## src/rtl/output_drain_control.sv

```systemverilog
// Output drain control: walks the accumulator rows of a finished submatrix,
// issuing one row read per unstalled cycle and producing the matching
// per-lane output-memory writes PIPE_DEPTH cycles later.
module output_drain_control #(
  parameter int SYS_ARR_ROWS = 16,
  parameter int SYS_ARR_COLS = 16,
  parameter int ADDR_WIDTH   = 8,
  parameter int PIPE_DEPTH   = 2,
  parameter int SUBMAT_W     = 3
) (
  input  logic                                 clk,
  input  logic                                 reset,
  input  logic                                 start,
  input  logic [SUBMAT_W-1:0]                  submat_row_in,
  input  logic [SUBMAT_W-1:0]                  submat_col_in,
  input  logic [$clog2(SYS_ARR_ROWS):0]        num_rows,
  input  logic [$clog2(SYS_ARR_COLS):0]        num_cols,
  input  logic                                 activate,
  input  logic                                 clear_after,
  input  logic [ADDR_WIDTH-1:0]                wr_base_addr,
  input  logic [ADDR_WIDTH-1:0]                wr_stride,
  input  logic                                 stall,
  output logic [SUBMAT_W-1:0]                  submat_row_out,
  output logic [SUBMAT_W-1:0]                  submat_col_out,
  output logic                                 rd_en,
  output logic [$clog2(SYS_ARR_ROWS)-1:0]      row_num,
  output logic [SYS_ARR_COLS-1:0]              wr_en,
  output logic [SYS_ARR_COLS*ADDR_WIDTH-1:0]   wr_addr,
  output logic                                 relu_en,
  output logic                                 accum_reset,
  output logic                                 busy,
  output logic                                 done
);

  localparam int RW  = $clog2(SYS_ARR_ROWS);
  localparam int NRW = RW + 1;
  localparam int NCW = $clog2(SYS_ARR_COLS) + 1;
  localparam int FCW = 3;

  typedef enum logic [1:0] {IDLE, ISSUE, FLUSH} state_t;

  // One in-flight row read travelling towards the memory port.
  typedef struct packed {
    logic          valid;
    logic [RW-1:0] row;
    logic          last;
  } slot_t;

  state_t                state_q, state_d;
  logic [SUBMAT_W-1:0]   sub_row_q, sub_col_q;
  logic [NRW-1:0]        rows_q, rows_clamped;
  logic [NCW-1:0]        cols_q, cols_clamped;
  logic                  act_q, clr_q;
  logic [ADDR_WIDTH-1:0] base_q, stride_q, row_addr;
  logic [RW-1:0]         count_q;
  logic [FCW-1:0]        flush_q;
  logic                  zero_done_q;
  logic                  accept, zero_job, issue_last, wr_fire;
  slot_t                 issue_slot, d_slot;

  assign rows_clamped = (num_rows > NRW'(SYS_ARR_ROWS)) ? NRW'(SYS_ARR_ROWS) : num_rows;
  assign cols_clamped = (num_cols > NCW'(SYS_ARR_COLS)) ? NCW'(SYS_ARR_COLS) : num_cols;
  assign accept       = (state_q == IDLE) && start;
  assign zero_job     = (rows_clamped == '0) || (cols_clamped == '0);
  assign issue_last   = ({1'b0, count_q} == rows_q - 1'b1);

  assign issue_slot.valid = (state_q == ISSUE) && !stall;
  assign issue_slot.row   = count_q;
  assign issue_slot.last  = issue_last;

  // State register.
  always_ff @(posedge clk) begin
    // NOTE: sequential state uses non-blocking assignments so every register
    // samples pre-edge values regardless of block ordering.
    if (reset) state_q <= IDLE;
    else       state_q <= state_d;
  end

  // Next-state logic and the FSM-level outputs.
  always_comb begin
    // NOTE: every output of this block gets a default first so no path can
    // leave it unassigned and infer a latch.
    state_d = state_q;
    busy    = (state_q != IDLE);
    rd_en   = issue_slot.valid;
    unique case (state_q)
      IDLE:  if (start && !zero_job) state_d = ISSUE;
      ISSUE: if (!stall && issue_last) state_d = (PIPE_DEPTH == 0) ? IDLE : FLUSH;
      FLUSH: if (!stall && flush_q == FCW'(PIPE_DEPTH - 1)) state_d = IDLE;
      default: state_d = IDLE;
    endcase
  end

  // Job latch and row issue counter; job fields only move on an accepted start.
  always_ff @(posedge clk) begin
    if (reset) begin
      sub_row_q <= '0;
      sub_col_q <= '0;
      rows_q    <= '0;
      cols_q    <= '0;
      act_q     <= 1'b0;
      clr_q     <= 1'b0;
      base_q    <= '0;
      stride_q  <= '0;
      count_q   <= '0;
    end else if (accept) begin
      sub_row_q <= submat_row_in;
      sub_col_q <= submat_col_in;
      rows_q    <= rows_clamped;
      cols_q    <= cols_clamped;
      act_q     <= activate;
      clr_q     <= clear_after;
      base_q    <= wr_base_addr;
      stride_q  <= wr_stride;
      count_q   <= '0;
    end else if (issue_slot.valid) begin
      count_q   <= issue_last ? '0 : count_q + 1'b1;
    end
  end

  // Flush counter plus the held done request for empty jobs.
  always_ff @(posedge clk) begin
    if (reset) begin
      flush_q     <= '0;
      zero_done_q <= 1'b0;
    end else begin
      if (state_q != FLUSH) flush_q <= '0;
      else if (!stall)      flush_q <= flush_q + 1'b1;
      if (accept && zero_job) zero_done_q <= 1'b1;
      else if (!stall)        zero_done_q <= 1'b0;
    end
  end

  // Read-to-write delay line; frozen as a whole while the memory stalls.
  generate
    if (PIPE_DEPTH == 0) begin : g_no_pipe
      assign d_slot = issue_slot;
    end else begin : g_pipe
      slot_t pipe_q [PIPE_DEPTH];
      // Shift one slot per unstalled cycle.
      always_ff @(posedge clk) begin
        // NOTE: this small array is reset explicitly; stale valid bits would
        // otherwise fire writes after a mid-job abort.
        if (reset) begin
          for (int i = 0; i < PIPE_DEPTH; i++) pipe_q[i] <= '0;
        end else if (!stall) begin
          pipe_q[0] <= issue_slot;
          for (int i = 1; i < PIPE_DEPTH; i++) pipe_q[i] <= pipe_q[i-1];
        end
      end
      assign d_slot = pipe_q[PIPE_DEPTH-1];
    end
  endgenerate

  assign wr_fire  = d_slot.valid && !stall;
  assign row_addr = base_q + ADDR_WIDTH'(d_slot.row) * stride_q;

  // Write-side outputs, all gated by the delayed valid and stall.
  always_comb begin
    wr_en = '0;
    for (int i = 0; i < SYS_ARR_COLS; i++) begin
      if (wr_fire && (i < int'(cols_q))) wr_en[i] = 1'b1;
    end
    wr_addr     = {SYS_ARR_COLS{row_addr}};
    relu_en     = wr_fire && act_q;
    accum_reset = wr_fire && d_slot.last && clr_q;
    done        = (wr_fire && d_slot.last) || (zero_done_q && !stall);
  end

  assign row_num        = count_q;
  assign submat_row_out = sub_row_q;
  assign submat_col_out = sub_col_q;

endmodule

```

## config.mk

```make
export PLATFORM = sky130hd
export DESIGN_NAME = output_drain_control
export DESIGN_NICKNAME = d
export VERILOG_FILES = /design/src/rtl/output_drain_control.sv
export SDC_FILE = /design/constraint.sdc
export NUM_CORES = 1
export LEC_CHECK = 0
export ABC_CLOCK_PERIOD_IN_PS = 5300
export CAP_MARGIN = 20
export CORE_ASPECT_RATIO = 1.25
export CORE_MARGIN = 3
export CORE_UTILIZATION = 41
export DETAILED_ROUTE_END_ITERATION = 8
export PLACE_DENSITY = 0.92
export RECOVER_POWER = 25
export SETUP_SLACK_MARGIN = 0.3
export SKIP_LAST_GASP = 1
export SYNTH_ARGS = -nofsm -noshare
export SYNTH_HDL_FRONTEND = slang
export SYNTH_SLANG_ARGS = --single-unit
```

## constraint.sdc

```tcl
create_clock -name clk -period 5.3 [get_ports clk]
set_clock_uncertainty 0.1 [all_clocks]
set_input_delay 1.06 -clock clk [delete_from_list [all_inputs] [get_ports clk]]
set_output_delay 1.06 -clock clk [all_outputs]
set_load 0.03 [all_outputs]
```

==> metrics.md, run 1 <==
| Metric | Value |
|---|---|
| DRC viols | `0` |
| Crit-path max cell delay | `between 500 and 600 ps` |
| Pwr dens | `roughly 290 nW/um^2` |
| Sink of the worst hold path | `submat_row_out[2]$_SDFFE_PP0P_` |
| CP Capture Type | `output port` |
| Vias/cell | `between 4 and 5` |
| DP Area | `approximately 5200 um^2` |
| Hold Fails Final Rpt | `0` |
| Root Driver | `clkbuf_16` |
| FF+latch area | `about 1200 um^2` |
| RSZ-0062 raised after global routing | `true` |
| Largest net degree at the start of global routing | `28` |
| DR vias | `roughly 3.3k` |
| Mapped Cells | `454` |
| Final Max Slew Viols | `0` |
| Synth top area cells | `buf_4 (23%), dfxtp_1 (22%), edfxtp_1 (8.9%)` |
| DR WL/cell | `approximately 16 um` |
| Minimum clock period | `slightly below 5000 ps` |
| Layout cells sized above 1 | `around 17%` |
| Clk_lat worst skew | `between 200 and 300 ps` |
| Synth unique cells | `between 40 and 50` |
| FF-to-FF End | `base_q[7]$_SDFFE_PP0P_` |
| Die Ht | `~120 um` |
| Overall power | `~1500 uW` |
| Cells on worst reg2reg path | `4` |
| Top_reg_cell synth | `dfxtp_1` |
| Die X | `94.7 um` |
| Nets | `604` |
| CP max stage cell | `fa_1` |
| Reg clk slew, reported paths | `~60 ps` |
| TritonCTS buffer count | `5` |
| Most common cell in the synthesized netlist | `buf_4` |
| Complex-gate fraction of the synthesized area | `roughly an eighth` |
| Fillers | `~810` |
| Inserted Diodes | `0` |
| R2R Path Start | `state_q[1]$_SDFFE_PP0P_` |
| Antenna-violating nets left | `0` |
| Syn nets | `between 500 and 600` |
| R2R Setup Slk | `3030 ps` |
| Clock sink count | `56` |
| Synth Register Bits | `56` |
| Area grow syn2layout | `34.0%` |
| Worst Min Path Start | `submat_row_out[2]$_SDFFE_PP0P_` |
| Hold Crit Class | `reg -> reg` |
| Crit share post-route | `between 90% and 100%` |
| Vias in the first global route | `3,058` |
| Core ar. | `9370 um^2` |
| Cell area after layout | `between 5000 and 6000 um^2` |
| CTS max path bufs | `2` |
| Crit path cell chain | `nand2_2 > fa_1 > fa_1 > fa_1 > inv_2 > ha_4 > buf_6 > a21oi_2 > nor2_1 > nor2_2 > o21ai_2 > xnor2_2 > buf_6 > buf_4` |
| First-pass DRT Iterations | `4` |
| Switching share of power | `slightly above 40%` |
| Adder-cell share of the synthesized area | `a little under an eighth` |
| Fmax | `between 0.2 and 0.25 GHz` |
| Grt total ovfl | `0` |
| Worst-path maximum fanout | `8` |
| Num ports | `between 150 and 200` |
| Logic pwr share | `roughly half` |
| Final wirelength | `between 10 and 15 mm` |
| Peak VDD IR | `0.000175 V` |
| Slew headroom | `41.1%` |
| Cell area after synthesis | `4040 um^2` |
| CTS tree | `yes` |
| Worst hold stages | `1` |
| Critical Path AT | `approximately 3700 ps` |
| Number of synthesized flops with an enable pin | `12` |
| Critical path startpoint category | `flop` |
| Most frequent cell on the critical path | `fa_1` |
| Setup tns final | `0 ps` |
| Initial antenna violation count | `0` |
| Initial DRC count | `between 150 and 200` |
| Synth cell count leaders | `buf_4 (122), dfxtp_1 (44), nand2_1 (40)` |
| Crit path kind | `reg -> out` |
| Post-synthesis xor/xnor area fraction | `approximately 4.1%` |
| Switch Pwr | `~640 uW` |
| IO Port Bufs | `196` |
| Flop pwr share | `around 31%` |
| Simple-gate share of the synthesized area | `13.8%` |
| Crit path required time | `just over 4000 ps` |
| Pint | `a little over 900 uW` |
| Total die area | `around 11,000 um^2` |
| Largest family of logic cells by synthesized area | `buffers and inverters` |
| Post-synth top area share | `between 20% and 30%` |
| Worst Tran Pin Value | `a little under 900 ps` |
| Yosys warnings | `0` |
| Global-route wire length before repair | `about 15 mm` |
| H-tree depth | `2` |
| Post-detail-place hpwl | `just over 8 mm` |
| Initial Utilization | `43.1%` |
| Area of the multi-input gates | `approximately 1800 um^2` |
| GR Util All Layers | `~17%` |
| Max cap viols | `0` |
| Hold buffer count at CTS | `0` |
| Async set-or-reset flop fraction in the synthesized netlist | `0%` |
| Mux contribution to synthesized area | `0%` |
| Sequential-to-total area share from yosys stat | `a little under a third` |
| Final setup vio count | `0` |
| Outcome | `complete, no violations` |
| # rows | `39` |
| Area leader, netlist | `buf_4` |
| LEAKAGE | `between 0.002 and 0.0025 uW` |
| Clock share of power | `20.0%` |
| Placer Congestion | `0.864` |
| Synthesized area per cell | `slightly below 9 um^2` |
## power groups by stage
stage          sequential, uW  clock, uW  combinational, uW
2_1_floorplan             484          0                615
3_5_place_dp              485          0                780
4_1_cts                   476        312                723
6_report                  476        309                761
5_1_grt                   479        330                799
3_3_place_gp              483          0                763
## cell families (layout without fill, tap and decap cells)
family / Yosys count / after routing
AND/OR/NAND/NOR: 112 / 112
adder cells (fa/ha/maj): 29 / 29
AO/OA/AOI/OAI: 73 / 73
XOR/XNOR: 19 / 19
flip-flops: 56 / 56
buffers and inverters: 165 / 248
## how the worst max path moves through the flow
stage | startpoint | to | slack (ps) | depth (start not counted)
6_report | g_pipe.pipe_q[0][8]$_SDFFCE_PN0P_ | wr_addr[87] | 410 | 14
2_1_floorplan | g_pipe.pipe_q[0][9]$_SDFFCE_PN0P_ | wr_addr[103] | 330 | 12
4_1_cts | g_pipe.pipe_q[0][9]$_SDFFCE_PN0P_ | wr_addr[38] | 160 | 11
3_5_place_dp | g_pipe.pipe_q[0][9]$_SDFFCE_PN0P_ | wr_addr[38] | 30 | 11
3_3_place_gp | g_pipe.pipe_q[0][10]$_SDFFCE_PN0P_ | wr_addr[93] | 190 | 10
5_1_grt | g_pipe.pipe_q[0][8]$_SDFFCE_PN0P_ | wr_addr[63] | 250 | 14
## per-stage QoR
| step | hold slack, ps | instances | utilization (%) | worst slack [ps] |
|---|---|---|---|---|
| floorplan | 345 | 454 | - | 327 |
| global placement | 358 | 646 | 55.7 | 190 |
| detailed placement | 365 | 647 | 55.8 | 32.0 |
| CTS | 379 | 655 | 55.9 | 164 |
| global route | 400 | 660 | 57.7 | 247 |
| finish | 370 | 660 | 57.7 | 408 |
## per-layer routing
layer  routed length (um)  global-route usage (%)
met1                 3680                    18.4
met5                    0                       0
met2                 5500                    31.9
met3                 1020                    4.60
met4                  214                    4.81
## layout make-up
class	instances	area share, %
multi-input cells	233	33.6
clock inverters	1	0.0926
inverters	31	2.15
repair buffers	210	35.9
flip-flops and latches	56	23.0
well taps	123	2.85
clock buffers	6	2.38
## flip-flops by register name, summed over array words and instances (netlist names), 3 cells and up
| register | cells |
|---|---|
| rows_q | 5 |
| stride_q | 8 |
| row_num | 4 |
| cols_q | 5 |
| submat_row_out | 3 |
| flush_q | 3 |
| g_pipe.pipe_q | 12 |
| base_q | 8 |
| submat_col_out | 3 |
## timing repair
item,in CTS,in global routing
cloned,0,1
gates resized for setup,181,48
buffers inserted,1,3
pin swaps,1,18
setup endpoints to repair,80,80
## critical path: cells and delay by family, from the launching register on
family | cells | cell delay, ps
xor gates and xnor gates | 1 | 220
buffers and inverters | 4 | 520
DFF | 1 | 460
and+or+nand+nor | 3 | 260
adders and majority gates | 4 | 1760
AOI/OAI and AO/OA | 2 | 210
## cells in the final DEF (no fill, tap or decap), types with 13 or more instances in the layout
cell type          n
clkdlybuf4s50_1  108
buf_4             13
inv_1             29
a21oi_1           20
nand2_1           39
dfxtp_1           44
a22o_1            24
nor2_1            22
fa_1              13
buf_6             15
dlygate4sd2_1     22
o21ai_0           13
buf_2             20
No activity file was read; power rests on OpenSTA's default activity.
==> run 2: changes to the inputs <==
--- a/config.mk
+++ b/config.mk
@@ -15,6 +15,7 @@
 export RECOVER_POWER = 25
 export SETUP_SLACK_MARGIN = 0.3
 export SKIP_LAST_GASP = 1
+export SLEW_MARGIN = 0
 export SYNTH_ARGS = -nofsm -noshare
 export SYNTH_HDL_FRONTEND = slang
 export SYNTH_SLANG_ARGS = --single-unit
==> results of run 2 <==
Same layout as run 1: the final DEF is identical, and so are final timing and power.
==> run 3: changes to the inputs <==
--- a/config.mk
+++ b/config.mk
@@ -11,7 +11,7 @@
 export CORE_MARGIN = 3
 export CORE_UTILIZATION = 41
 export DETAILED_ROUTE_END_ITERATION = 8
-export PLACE_DENSITY = 0.92
+export PLACE_DENSITY_LB_ADDON = 0.12
 export RECOVER_POWER = 25
 export SETUP_SLACK_MARGIN = 0.3
 export SKIP_LAST_GASP = 1
==> metrics.md, run 3 (same netlist as run 1, synthesis figures left out) <==
| Metric | Value |
|---|---|
| Outcome | `complete, no violations` |
| IO Port Bufs | `196 (unchanged)` |
| Vias in the first global route | `2,967 (-3.0%)` |
| FF+latch area | `1240 um^2 (unchanged)` |
| Max cap viols | `0 (unchanged)` |
| Met2 Use GR | `31.9% (unchanged)` |
| Placer Congestion | `0.850 (-1.6%)` |
| H-tree depth | `2 (unchanged)` |
| CTS max path bufs | `2 (unchanged)` |
| # rows | `39 (unchanged)` |
| R2R Setup Slk | `3260 ps (+230 ps)` |
| Root Driver | `clkbuf_16` |
| Antenna-violating nets left | `0 (unchanged)` |
| Final non-filler cell total | `665 (+0.76%)` |
| Worst-path maximum fanout | `16 (+8)` |
| Final Max Slew Viols | `0 (unchanged)` |
| Num ports | `197 (unchanged)` |
| Area of the multi-input gates | `1810 um^2 (-0.28%)` |
| Hold Crit Class | `reg -> reg` |
| Worst Min Path Start | `submat_col_out[2]$_SDFFE_PP0P_` |
| Total die area | `11,100 um^2 (unchanged)` |
| GR met3 Demand/Resource | `2.30% (-2.3 points)` |
| Peak VDD IR | `0.000186 V (+5.8%)` |
| Crit path required time | `4140 ps (about the same)` |
| Reg clk slew, reported paths | `70 ps (about the same)` |
| Final wirelength | `10.1 mm (-3.4%)` |
| Critical path startpoint category | `flop` |
| Commonest non-fill, non-tap cell in the layout | `clkdlybuf4s50_1` |
| Grt total ovfl | `0 (unchanged)` |
| Clock sink count | `56 (unchanged)` |
| Crit path kind | `reg -> out` |
| Biggest regs | `g_pipe.pipe_q x12, base_q x8, stride_q x8` |
| Vias/cell | `4.76 (-3.8%)` |
| RSZ-0062 raised after global routing | `false` |
| DRC viols | `0 (unchanged)` |
| Overall power | `1600 uW (+3.4%)` |
| Area grow syn2layout | `35.4%` |
| GR Util All Layers | `16.7% (-0.22 points)` |
| Pre-CTS setup slack | `-89.9 ps (-122 ps)` |
| Util after Layout | `58.3% (+0.63 points)` |
| Global-route wire length before repair | `14.6 mm (-1.5%)` |
| Worst Tran Pin Value | `1020 ps (+136 ps)` |
| Initial antenna violation count | `0 (unchanged)` |
| Grt peak-use layer | `met2` |
| Biggest register | `g_pipe.pipe_q` |
| Pwr dens | `293 nW/um^2 (+2.2%)` |
| CP startpoint | `g_pipe.pipe_q[0][8]$_SDFFCE_PN0P_` |
| Largest net degree at the start of global routing | `28 (unchanged)` |
| Most frequent cells in the layout | `clkdlybuf4s50_1 (108), dfxtp_1 (44), nand2_1 (39), inv_1 (31), buf_4 (29)` |
| Largest register FFs | `12 (unchanged)` |
| Die X | `94.7 um (unchanged)` |
| R2R Path Start | `rows_q[0]$_SDFFE_PP0P_` |
| Core ar. | `9370 um^2 (unchanged)` |
| Layout cells sized above 1 | `17.2% (+0.026 points)` |
| Slew headroom | `32.1% (-9.1 points)` |
| CTS tree | `yes` |
| Clk_lat worst skew | `290 ps (about the same)` |
| Final setup vio count | `0 (unchanged)` |
| Final WS setup | `460 ps (+51.9 ps)` |
| Initial Utilization | `43.1% (unchanged)` |
| Placed insts | `649 (+0.31%)` |
| Minimum clock period | `4840 ps (-51.9 ps)` |
| DR WL/cell | `15.1 um (-4.1%)` |
| DR vias | `3,167 (-3.1%)` |
| Post-detail-place hpwl | `7.76 mm (-4.1%)` |
| LEAKAGE | `0.00250 uW (+10%)` |
| CP Capture Type | `output port` |
| TritonCTS buffer count | `5 (unchanged)` |
| Hold Fails Final Rpt | `0 (unchanged)` |
| Critical Path AT | `3680 ps (-50 ps)` |
| M1 GR Usage | `18.7% (+0.31 points)` |
| Fmax | `0.207 GHz (+1.1%)` |
| Inserted Diodes | `0 (unchanged)` |
| Nets | `608 (+0.66%)` |
| Crit share post-route | `91.3% (-0.98 points)` |
| Initial DRC count | `180 (+14%)` |
| Fillers | `856 (+5.8%)` |
| First-pass DRT Iterations | `4 (unchanged)` |
| Die Ht | `117 um (unchanged)` |
[run 3: cell count changes in the layout (fill, tap and decap cells not counted), moves of 6 or more]
cell             previous run  this run
and2_1                      9        15
buf_4                      13        29
buf_6                      15         1
clkbuf_2                    3        14
clkbuf_4                    8         1
clkdlybuf4s15_1             8         0
dlygate4sd2_1              22        16
dlymetal6s2s_1              0        16
[run 3: where the power goes]
group	internal (uW)	switching (uW)
Combinational	276	475
Clock	222	151
Sequential	456	18.1
Total	954	645
[run 3: metal layers]
layer	up-vias	share of wire, %
met5	-	0
met4	0	2.1
met3	22	7.4
met2	161	53
met1	1436	37
li1	1548	-
[run 3: worst max-delay path, cell delays in order (launching register included)]
cell and delay, ps:
edfxtp_1 460, nand2_1 120, fa_1 440, fa_1 510
fa_1 510, inv_1 60, ha_4 260, a21oi_2 150
o21bai_1 110, a21oi_2 250, xnor2_4 160, buf_12 140
buf_4 120, buf_12 110
[run 3: what timing repair did]
item,4_1_cts,5_1_grt
hold endpoints to repair,0,0
setup buffers,5,1
hold buffers,0,0
cloned,0,1
setup endpoints to repair,64,96
pin swaps,3,2
resized for setup,127,47
[run 3: path summary, 6_finish.rpt]
kind,endpoint,cells after the start
max,wr_addr[6],13
min,submat_col_out[2]$_SDFFE_PP0P_,1
max reg2reg,state_q[0]$_SDFFE_PP0P_,7
min reg2reg,submat_col_out[2]$_SDFFE_PP0P_,1
[run 3: final cells by class]
cell class,count,area share (%)
Clock inverter,3,0.778
Sequential cell,56,22.7
Multi-Input combinational cell,233,33.2
Timing Repair Buffer,214,36.1
Inverter,31,2.13
Tap cell,123,2.82
Clock buffer,5,2.29
[run 3: stage by stage]
step                TNS [ps]  area, um^2  hold slack [ps]
detailed placement     -1200        5260              361
finish                     0        5470              375
global placement           0        5260              354
CTS                        0        5430              383
floorplan                  0        4070              345
global route               0        5470              400
==> patch 1 (settings of run 2) <==
`PIPE_DEPTH`: 2 -> 4.
--- a/src/rtl/output_drain_control.sv
+++ b/src/rtl/output_drain_control.sv
@@ -5,7 +5,7 @@
   parameter int SYS_ARR_ROWS = 16,
   parameter int SYS_ARR_COLS = 16,
   parameter int ADDR_WIDTH   = 8,
-  parameter int PIPE_DEPTH   = 2,
+  parameter int PIPE_DEPTH   = 4,
   parameter int SUBMAT_W     = 3
 ) (
   input  logic                                 clk,
Behaviour: not the same (a bounded check fails within 4 cycles, from zero or initial values and one cycle with reset high).
==> patch 1 against run 2 <==
Register-to-register slack improved by 150 ps; non-clock buffer count up 7; sequential cell count rose by 12; global-route usage decreased by 0.28 points; die area up 10%; synthesized area is 11% higher; total power rose by 34%; setup slack lost 170 ps; cell area up 15%; synthesized cell count increased by 3.3%; worst hold slack improved by 3.5 ps; wire length increased by 3.1%.
==> patch 1: results (changes against run 2) <==
Yosys
  – Ys async rst share: 0% (unchanged)
  – Ys Warns: 0 (unchanged)
  – Count of cell types in the netlist: 46 (+7.0%)
  – Post-synth top cells: 120 x buf_4, 44 x dfxtp_1, 37 x inv_1, 36 x and2_1, 32 x nand2_1
  – Dominant synthesized flop cell: dfxtp_1
  – Register area share after synthesis: 35.8% (+5.0 points)
  – Synth top area cells: buf_4 20%, dfxtp_1 20%, edfxtp_1 16%, fa_1 6.3%, a22o_1 5.1%
  – Post-synth EDFFs: 24 (+12)
  – Post-Syn Nets: 536 (+2.9%)

Route
  – Routed wire length: 10700 µm (+3.1%)
  – Iteration count of the initial detailed-routing pass: 4 (unchanged)
  – Highest routed layer: met4
  – Drt via density: 4.95 (about the same)
  – # DRC: 0 (unchanged)
  – WL met3: 884 µm (-14%)
  – Initial DRC Count: 119 (-25%)
  – Met2 wire len: 5840 µm (+6.2%)
  – M1 WL: 3910 µm (+6.3%)

Power and ir drop
  – Leakage: 2.66 nW (+18%)
  – Peak VDD IR: 0.178 mV (+1.2%)
  – Clock share of power: 27.9% (+7.9 points)
  – Sequential share of power: 28.5% (-2.3 points)
  – Switching portion of total power: 37.1% (-4.1 points)

Clock tree
  – Longest Clk Path Bufs: 2 (unchanged)
  – Clock root buffer: clkbuf_16
  – Num CTS Buffers: 9 (+4)
  – Clk slew on worst S/H paths: around 50 ps
  – Clk_lat worst skew: 320 ps (+30 ps)
  – H-tree depth: 3 (+1)

Worst setup path
  – CP top delay family: adder cells
  – CP max-delay cell: edfxtp_1
  – Crit-path max cell delay: 500 ps (-90 ps)
  – CP Max Fanout: 8 (unchanged)

Layout
  – Layout cells sized above 1: 19.9% (+2.8 points)
  – Top flop regs: g_pipe.pipe_q: 24 flops, base_q: 8 flops, stride_q: 8 flops
  – Antenna cells: 0 (unchanged)
  – Nets: 630 (+4.3%)

Placement
  – DP HPWL: 8030 µm (-0.76%)
  – Input/output buffers: 196 (unchanged)
  – Placer Congestion: 0.810 (-6.2%)

GRT
  – Initial antenna violation count: 0 (unchanged)
  – GRT Util Overall: 16.7% (-0.28 points)
  – Met1 Track Usage GR: 17.5% (-0.92 points)
  – Vias in the first global route: 3355 (+9.7%)
  – Met2 Use GR: 31.4% (-0.51 points)
  – GRT busiest layer: met2
  – Pin count of the biggest net entering global routing: 28 (unchanged)
  – Global-route wire length before repair: 16300 µm (+9.3%)
  – Met3 Usage GRT: 5.40% (+0.80 points)

Timing
  – Slew @ Worst Pin: 1140 ps (+257 ps)
  – # setup viols final: 0 (unchanged)

Outcome
  – Status: complete, no violations

Hold path
  – Hold WC Path Type: reg2reg
==> patch 1: cell types whose count changed in the layout (fill, tap and decap cells not counted), moves of 8 or more <==
cell / delta
buf_6: -10
nand2_1: -11
clkdlybuf4s15_1: -8
edfxtp_1: +12
buf_4: +19
clkdlybuf4s50_1: +14
clkdlybuf4s15_2: +10
buf_2: -14
and2_1: +23
and2_0: -9
==> patch 1: stage by stage <==
step | area, µm² | setup WS, ps | cells | setup TNS, ps | total power, mW
detailed placement | 5670 | -0.857 | 668 | -1.32 | 1.46
global route | 6200 | 146 | 700 | 0 | 2.16
global placement | 5670 | 113 | 668 | 0 | 1.45
CTS | 6100 | 298 | 695 | 0 | 2.06
floorplan | 4520 | 311 | 469 | 0 | 1.29
finish | 6200 | 242 | 700 | 0 | 2.07
==> patch 1: repair_timing <==
item / CTS / global route
endpoints found under the setup margin: 82 / 80
cloned: 1 / 0
buffers inserted: 10 / 4
gates resized for setup: 159 / 44
pin swaps: 20 / 10
==> patch 1: final timing paths <==
kind	start	slack [ps]	to	cells after the start
min reg2reg	submat_row_out[1]	370	submat_row_out[1]	1
max	g_pipe.pipe_q[3][2]	240	wr_addr[38]	15
min	submat_row_out[1]	370	submat_row_out[1]	1
max reg2reg	state_q[0]	3180	rows_q[0]	5
==> patch 1: cell families after synthesis <==
| group | share of synthesized area (%) |
|---|---|
| buf+inv | 24.9 |
| simple gates | 12.4 |
| compound gates | 12.3 |
| flops | 35.8 |
| fa+ha+maj | 10.5 |
| xor+xnor | 3.94 |
| mux | 0.224 |
==> patch 1: cell type report <==
class	count	area [µm²]
Fill cell	842	4410
Timing Repair Buffer	217	2070
Sequential cell	68	1600
Inverter	37	141
Multi-Input combinational cell	230	1930
Tap cell	132	165
Clock buffer	12	246
Clock inverter	4	48.8
==> patch 2 (flow settings as in run 2) <==
Without the edit above. Reset style: asynchronous (`reset`), changed in 4 clocked blocks.
--- a/src/rtl/output_drain_control.sv
+++ b/src/rtl/output_drain_control.sv
@@ -69,7 +69,7 @@
   assign issue_slot.last  = issue_last;
 
   // State register.
-  always_ff @(posedge clk) begin
+  always_ff @(posedge clk or posedge reset) begin
     // NOTE: sequential state uses non-blocking assignments so every register
     // samples pre-edge values regardless of block ordering.
     if (reset) state_q <= IDLE;
@@ -92,7 +92,7 @@
   end
 
   // Job latch and row issue counter; job fields only move on an accepted start.
-  always_ff @(posedge clk) begin
+  always_ff @(posedge clk or posedge reset) begin
     if (reset) begin
       sub_row_q <= '0;
       sub_col_q <= '0;
@@ -119,7 +119,7 @@
   end
 
   // Flush counter plus the held done request for empty jobs.
-  always_ff @(posedge clk) begin
+  always_ff @(posedge clk or posedge reset) begin
     if (reset) begin
       flush_q     <= '0;
       zero_done_q <= 1'b0;
@@ -138,7 +138,7 @@
     end else begin : g_pipe
       slot_t pipe_q [PIPE_DEPTH];
       // Shift one slot per unstalled cycle.
-      always_ff @(posedge clk) begin
+      always_ff @(posedge clk or posedge reset) begin
         // NOTE: this small array is reset explicitly; stale valid bits would
         // otherwise fire writes after a mid-job abort.
         if (reset) begin
Function: differs if reset is asserted again (counterexample within 4 cycles, from zero or initial values and one cycle with reset high); with reset held inactive, the same outputs for 4 cycles.
==> patch 2 against run 2 <==
The run now ends with capacitance limit, slew limit left; first-iteration DRC count shrank 15%; sequential cell count is the same; non-clock buffer count grew 5; setup slack lost 1.7 ps; cell area grew 9.7%; synthesized area grew 5.5%; global-route usage grew 0.21 points; wire length shrank 0.18%; highest routed layer unchanged.
Power is not shown: default switching activity piles up to over one toggle a cycle in this logic, so the estimate is an artifact.
==> patch 2: results (changes against run 2) <==
Route
  – Routed wire length: 10400 µm (-0.18%)
  – Iteration count of the initial detailed-routing pass: 4 (unchanged)
  – Routed via count: 3359 (+2.8%)
  – Initial DRC Count: 134 (-15%)

Timing
  – Max-slew violation count: 44 (+44)
  – Crit share post-route: 92.3% (about the same)
  – Slew margin rel.: -51.4% (-93 points)

Worst setup path
  – RR Startpoint: rows_q[0]
  – Worst Setup SP: d_slot[4]
  – CP Max Fanout: 16 (+8)
  – Reg2reg setup slack: 3380 ps (+350 ps)

Flow run
  – Max_cap viols: 1 (+1)

Yosys
  – Register area share after synthesis: 32.9% (+2.2 points)
  – Count of cell types in the netlist: 40 (-7.0%)
  – Dominant synthesized flop cell: dfrtp_1
  – Multiplexer share of the synthesized area: 2.88% (+2.9 points)
  – Post-Syn Nets: 554 (+6.3%)
  – Ys async rst share: 100% (+100 points)
  – Post-synth top cells: 120 x buf_4, 91 x nand2_1, 56 x dfrtp_1, 32 x inv_1, 18 x and2_1
  – Xor-xnor portion of the synthesized cell area: 4.12% (-0.0076 points)
  – Compound-cell area share of the yosys netlist: 7.41% (-5.4 points)
  – Synth top area cells: dfrtp_1 33%, buf_4 21%, nand2_1 8.0%, fa_1 6.6%, ha_1 4.4%

Layout
  – Layout fillers: 793 (-2.0%)
  – Top flop regs: base_q: 8 flops, stride_q: 8 flops
  – Layout cells sized above 1: 22.3% (+5.2 points)
  – Nets: 644 (+6.6%)

GRT
  – Pin count of the biggest net entering global routing: 44 (+57%)
  – GRT Util Overall: 17.2% (+0.21 points)
  – Global-route wire length before repair: 16600 µm (+12%)

Placement
  – Pre-CTS setup slack: -50.5 ps (-82.5 ps)
  – DP HPWL: 7630 µm (-5.7%)
  – Placer Congestion: 0.850 (-1.6%)

Outcome
  – Status: complete, but fails checks
  – Failing checks: capacitance limit, slew limit

Hold path
  – Min-delay src: submat_col_out[0]

Clock tree
  – Clock root buffer: clkbuf_16
patch 2: kinds of logic (layout without fill, tap and decap cells):
logic type,after synthesis,in the layout
xor+xnor,20,21
compound gates,52,52
flops,56,56
fa+ha+maj,29,29
mux,11,11
buf+inv,165,255
simple gates,154,154
patch 2: worst paths after layout:
check / cells after the start / end
setup / recovery: 9 / wr_addr[35]
hold / removal: 2 / submat_col_out[0]
setup reg to reg: 7 / state_q[1]
hold reg to reg: 2 / submat_col_out[0]
max in group asynchronous: 3 / d_slot[2]
min in group asynchronous: 2 / submat_col_out[1]
patch 2: final cells by class:
type                       count  area share, %
timing repair buffer         215           35.0
multi-input combinational    267           33.5
sequential                    56           23.6
tap                          126           2.66
clock buffer                   7           2.57
inverter                      32           2.07
clock inverter                 1          0.506
patch 2: layer usage:
layer	global-route usage, %	up-vias	share of wire, %
li1	-	1599	-
met1	18.0	1583	36
met2	33.0	160	54
met3	4.59	17	8.1
met4	5.09	0	1.5
met5	0	-	0
patch 2: worst max-delay path, cell delays in order (launching register included):
cell             delay [ps]
dfrtp_1                 410
nand2_2                  80
fa_1                    500
fa_1                    540
inv_1                    40
fa_1                    470
ha_4                    330
xor2_1                  150
buf_4                   190
clkdlybuf4s50_1         710
patch 2: repair_timing:
action | CTS | global route
pin swaps | 6 | 17
setup buffers | 8 | 6
cloned | 1 | 1
endpoints found under the setup margin | 64 | 86
hold endpoints to repair | 0 | 0
gates resized for setup | 116 | 99
patch 2: metrics by stage:
stage	setup TNS [ps]	cells	instance area, µm²	hold slack (ps)	utilization (%)
finish	0	704	5930	378	60.2
global route	0	704	5930	406	60.2
CTS	0	697	5790	381	58.7
detailed placement	-612	680	5400	360	54.8
global placement	0	679	5380	353	54.6
floorplan	0	487	4280	337	-
